**src/rtl/vfu_request_queue.sv**
```systemverilog
`default_nettype none
// ============================================================================
// Module      : vfu_request_queue
// Description : FIFO of packed slot requests toward the VFU, with an
//               outstanding-request credit limit and a queue flush.
// Revision    : 1.0 - initial release
// ============================================================================
module vfu_request_queue #(
  parameter int DEPTH           = 4,
  parameter int MAX_OUTSTANDING = 4,
  parameter int W               = 204
) (
  input  logic                                 clock,
  input  logic                                 reset,
  input  logic                                 in_valid,
  output logic                                 in_ready,
  input  logic [W-1:0]                         in_bits,
  output logic                                 out_valid,
  input  logic                                 out_ready,
  output logic [W-1:0]                         out_bits,
  input  logic                                 resp_valid,
  input  logic                                 flush,
  output logic [$clog2(DEPTH+1)-1:0]           count,
  output logic [$clog2(MAX_OUTSTANDING+1)-1:0] outstanding,
  output logic                                 idle,
  output logic                                 resp_err
);

  localparam int CNT_W = $clog2(DEPTH + 1);
  localparam int OUT_W = $clog2(MAX_OUTSTANDING + 1);
  localparam int PTR_W = (DEPTH > 1) ? $clog2(DEPTH) : 1;

  localparam logic [CNT_W-1:0] c_full     = CNT_W'(DEPTH);
  localparam logic [CNT_W-1:0] c_cnt_one  = CNT_W'(1);
  localparam logic [OUT_W-1:0] c_max_out  = OUT_W'(MAX_OUTSTANDING);
  localparam logic [OUT_W-1:0] c_out_one  = OUT_W'(1);
  localparam logic [PTR_W-1:0] c_ptr_one  = PTR_W'(1);

  logic [W-1:0]     mem_q [DEPTH];
  logic [PTR_W-1:0] wp_q, wp_d;
  logic [PTR_W-1:0] rp_q, rp_d;
  logic [CNT_W-1:0] count_q, count_d;
  logic [OUT_W-1:0] outstanding_q, outstanding_d;
  logic             resp_err_q, resp_err_d;
  logic             enq, deq;

  // Handshake qualifiers depend only on registered state, flush and reset,
  // so a full queue never opens a slot on the cycle it is drained.
  assign in_ready  = !reset && !flush && (count_q < c_full);
  assign out_valid = !flush && (count_q != '0) && (outstanding_q < c_max_out);
  assign enq       = in_valid && in_ready;
  assign deq       = out_valid && out_ready;
  assign out_bits  = mem_q[rp_q];

  assign count       = count_q;
  assign outstanding = outstanding_q;
  assign idle        = (count_q == '0) && (outstanding_q == '0);
  assign resp_err    = resp_err_q;

  always_comb begin
    wp_d    = wp_q;
    rp_d    = rp_q;
    count_d = count_q;
    if (flush) begin
      wp_d    = '0;
      rp_d    = '0;
      count_d = '0;
    end else begin
      if (enq) wp_d = wp_q + c_ptr_one;
      if (deq) rp_d = rp_q + c_ptr_one;
      case ({enq, deq})
        2'b10:   count_d = count_q + c_cnt_one;
        2'b01:   count_d = count_q - c_cnt_one;
        default: count_d = count_q;
      endcase
    end
  end

  // A response with nothing outstanding is flagged and not counted; if it
  // coincides with an issue, only the issue is accounted for.
  always_comb begin
    outstanding_d = outstanding_q;
    case ({deq, resp_valid})
      2'b10: outstanding_d = outstanding_q + c_out_one;
      2'b01: if (outstanding_q != '0) outstanding_d = outstanding_q - c_out_one;
      2'b11: if (outstanding_q == '0) outstanding_d = c_out_one;
      default: outstanding_d = outstanding_q;
    endcase
    resp_err_d = resp_err_q || (resp_valid && (outstanding_q == '0));
  end

  always_ff @(posedge clock or posedge reset) begin
    if (reset) begin
      wp_q          <= '0;
      rp_q          <= '0;
      count_q       <= '0;
      outstanding_q <= '0;
      resp_err_q    <= 1'b0;
    end else begin
      wp_q          <= wp_d;
      rp_q          <= rp_d;
      count_q       <= count_d;
      outstanding_q <= outstanding_d;
      resp_err_q    <= resp_err_d;
    end
  end

  always_ff @(posedge clock) begin
    if (enq) mem_q[wp_q] <= in_bits;
  end

endmodule
`default_nettype wire

```
**config.mk**
```make
export PLATFORM = sky130hd
export DESIGN_NAME = vfu_request_queue
export DESIGN_NICKNAME = d
export VERILOG_FILES = /design/src/rtl/vfu_request_queue.sv
export SDC_FILE = /design/constraint.sdc
export NUM_CORES = 1
export LEC_CHECK = 0
export ABC_AREA = 1
export BUFFER_PORTS_ARGS = -buffer_cell sky130_fd_sc_hd__buf_4
export CAP_MARGIN = 20
export CORE_MARGIN = 2
export CORE_UTILIZATION = 59
export CTS_BUF_LIST = sky130_fd_sc_hd__clkbuf_4
export DETAILED_ROUTE_END_ITERATION = 10
export GPL_TIMING_DRIVEN = 0
export PLACE_DENSITY = 0.91
export SYNTH_ARGS = -nofsm -noshare
export SYNTH_HDL_FRONTEND = slang
export SYNTH_SLANG_ARGS = --single-unit
```
**constraint.sdc**
```tcl
create_clock -name clock -period 11.7 [get_ports clock]
set_input_delay 1.17 -clock clock [delete_from_list [all_inputs] [get_ports clock]]
set_output_delay 1.17 -clock clock [all_outputs]
set_load 0.02 [all_outputs]
```
==> summary.md <==
| Metric | Value |
|---|---|
| Unrepaired setup endpoints after global routing | no |
| DRC violations left | 0 |
| Drt first pass iters | 6 |
| Max-slew headroom | 39.0% |
| Total CTS buffers | about 190 |
| Die Ht | 233 µm |
| Synthesis warning total | 0 |
| Critical Path Source Type | flop |
| P_leak | 13.6 nW |
| Fin crit share | between 30% and 40% |
| Post-Syn Area per Cell | 14.9 µm² |
| Area growth, synth to finish | 22.8% |
| Worst Setup End Kind | output pin |
| Measured slew at the worst slew-check pin | between 0.9 and 1 ns |
| HP Class | primary input to async pin |
| Max Cap Viol | 0 |
| Commonest non-fill, non-tap cell in the layout | edfxtp_1 |
| Post-CTS Resized | 0 |
| Crit path max fanout | 10 |
| M3 GR Usage | 11.9% |
| Final wirelength | 87300 µm |
| GR Util met1 | 37.1% |
| DRT iter0 DRCs | 2714 |
| Setup violators final | 0 |
| IO Pins | 424 |
| Clock-pin slew on the worst setup and hold paths | approximately 0.070 ns |
| GPL Wtd Cong | 0.852 |
| CP Class | flop to output pin |
| Root buf cell | clkbuf_4 |
| Arrival time worst endpoint | 3.37 ns |
| Core area | 0.0515 mm² |
| R2R setup slack | 8.54 ns |
| Largest net degree at the start of global routing | 31 |
| Fmax | ~0.22 GHz |
| Starting Density | between 60% and 70% |
| Most used routing layer | met2 |
| Mapped Cells | 2070 |
| Layout cells sized above 1 | 29.6% |
| Power per cell area | 178 mW/mm² |
| Status | completed |
| Worst Skew | 0.0368 ns |
| CTS Buffer Depth | 3 |
| Antenna viol nets, final | 0 |
| Peak VDD IR | about 0.17 mV |
| Synthesized area | 0.0309 mm² |
| Register area share after synthesis | between 80% and 90% |
| Initial antenna violation count | 13 |
| Clock latency on the worst-skew pair | 1.01 ns |
| DP Wirelength | 55800 µm |
| GRT met2 Usage | 53.2% |
| WL per Instance | about 25 µm |
| Total global-route track usage | a little under a third |
| Distinct cells, synth | 32 |
| Net Count, Synth | about 2300 |
| CTS H-tree lvls | 4 |
| Vias in the first global route | 22300 |
| Drt via density | 6.14 |
| GRT Residual Overflow | 0 |
| Final Hold Viols | 0 |
| CP Launch Point | rp_q[1] |
| Port bufs | 423 |
| FF+latch count, synth | 827 |
| Commonest non-fill, non-tap cells in the layout | edfxtp_1, buf_4, nor2_1, o21ai_0, clkbuf_4 |
| Final worst path period need | ~4.5 ns |
| Max Slew Vio Count | 0 |
| Die extent in x | approximately 230 µm |
| Setup TNS | 0 ns |
| Postcts setup bufs | 0 |
| Via Count | about 22000 |
| CP Data Required Time | 10.53 ns |
| Cts hold-fix bufs | 0 |
| CTS tree | built |
| First-pass GRT wire length | around 130000 µm |
| Post-Route Utilization | 73.7% |
| CTS sink cnt | 827 |
| Layout net count | a little under 3000 |
| Launch point of the worst reg-to-reg path | count[2] |
| Row cnt | 83 |
| Area of the die | 0.0542 mm² |
power breakdown:
group	internal [mW]	leakage, nW	switching [mW]
sequential	3.32	7.51	0.0299
clock	1.08	1.37	1.11
combinational	0.421	4.70	0.796
layer usage:
| layer | routed length [µm] | vias to the layer above |
|---|---|---|
| met5 | 53 | - |
| met4 | 3410 | 8 |
| met3 | 11300 | 298 |
| met2 | 43700 | 1710 |
| met1 | 28800 | 10400 |
| li1 | - | 9265 |
flip-flops by register name, summed over array words and instances (netlist names):
signal and cells:
count 3, mem_q 816, outstanding 3, resp_err 1, rp_q 2, wp_q 2
path summary, 6_finish.rpt:
check / to / cells after the start
setup / recovery: out_bits[126] / 7
hold / removal: count[1] / 2
setup reg to reg: mem_q[3][94] / 8
hold reg to reg: resp_err / 1
max in group asynchronous: rp_q[0] / 2
min in group clock: mem_q[2][52] / 1
cells by family after synthesis:
| logic type | Yosys count | synth area share (%) |
|---|---|---|
| buf+inv | 157 | 2.70 |
| flops | 827 | 80.2 |
| compound gates | 624 | 10.9 |
| fa+ha+maj | 6 | 0.291 |
| simple gates | 454 | 5.84 |
| xor+xnor | 2 | 0.0810 |
through the flow:
step	hold WS, ns	total power, mW	instance area [µm²]	instances	worst slack [ns]
after floorplan	0.579	4.05	30900	2070	0.754
after global placement	0.465	4.57	34900	3173	-5.94
after detailed placement	0.492	4.60	35700	3205	7.36
after CTS	0.0936	6.76	37900	3530	7.13
after global routing	0.134	6.99	38000	3536	7.00
final	0.185	6.76	38000	3540	7.16
synthesized netlist by cell type:
master | n | share of area, %
buf_4 | 13 | 0.32
a21oi_1 | 3 | 0.049
o21ai_1 | 67 | 1.1
nand2_4 | 4 | 0.15
buf_2 | 52 | 0.84
nand4_1 | 1 | 0.020
inv_4 | 1 | 0.020
nand3_2 | 2 | 0.065
clkinv_2 | 1 | 0.016
inv_2 | 2 | 0.024
ha_1 | 4 | 0.16
o21ai_0 | 349 | 5.7
xor2_2 | 1 | 0.053
nand2_2 | 1 | 0.020
o21bai_1 | 1 | 0.024
nand3_4 | 2 | 0.11
nand2_1 | 17 | 0.21
xor2_1 | 1 | 0.028
dfrtp_1 | 11 | 0.89
o22ai_1 | 204 | 4.1
clkinv_8 | 1 | 0.053
buf_12 | 1 | 0.065
clkinv_1 | 1 | 0.012
fa_1 | 2 | 0.13
nor2_1 | 417 | 5.1
nor2_4 | 2 | 0.073
clkbuf_1 | 57 | 0.69
edfxtp_1 | 816 | 79
inv_1 | 15 | 0.18
nand3_1 | 7 | 0.11
nor2_2 | 1 | 0.020
buf_6 | 13 | 0.47
cell type report:
cell class / instances / area, µm²
Antenna cell: 10 / 25.0
Clock buffer: 277 / 2080
Clock inverter: 48 / 206
Tap cell: 680 / 851
Timing Repair Buffer: 455 / 3860
Fill cell: 2859 / 13500
Multi-Input combinational cell: 1086 / 5330
Sequential cell: 827 / 24800
Inverter: 21 / 95.1
Buffer: 136 / 738
worst max-delay path: stages (launching register included):
cell and delay (ns):
dfrtp_1 0.37, buf_4 0.19, clkinv_2 0.17, buf_4 0.31, clkbuf_1 0.46, o21ai_0 0.25
o22ai_1 0.38, buf_4 0.22
(Power assumes the default switching activity.)
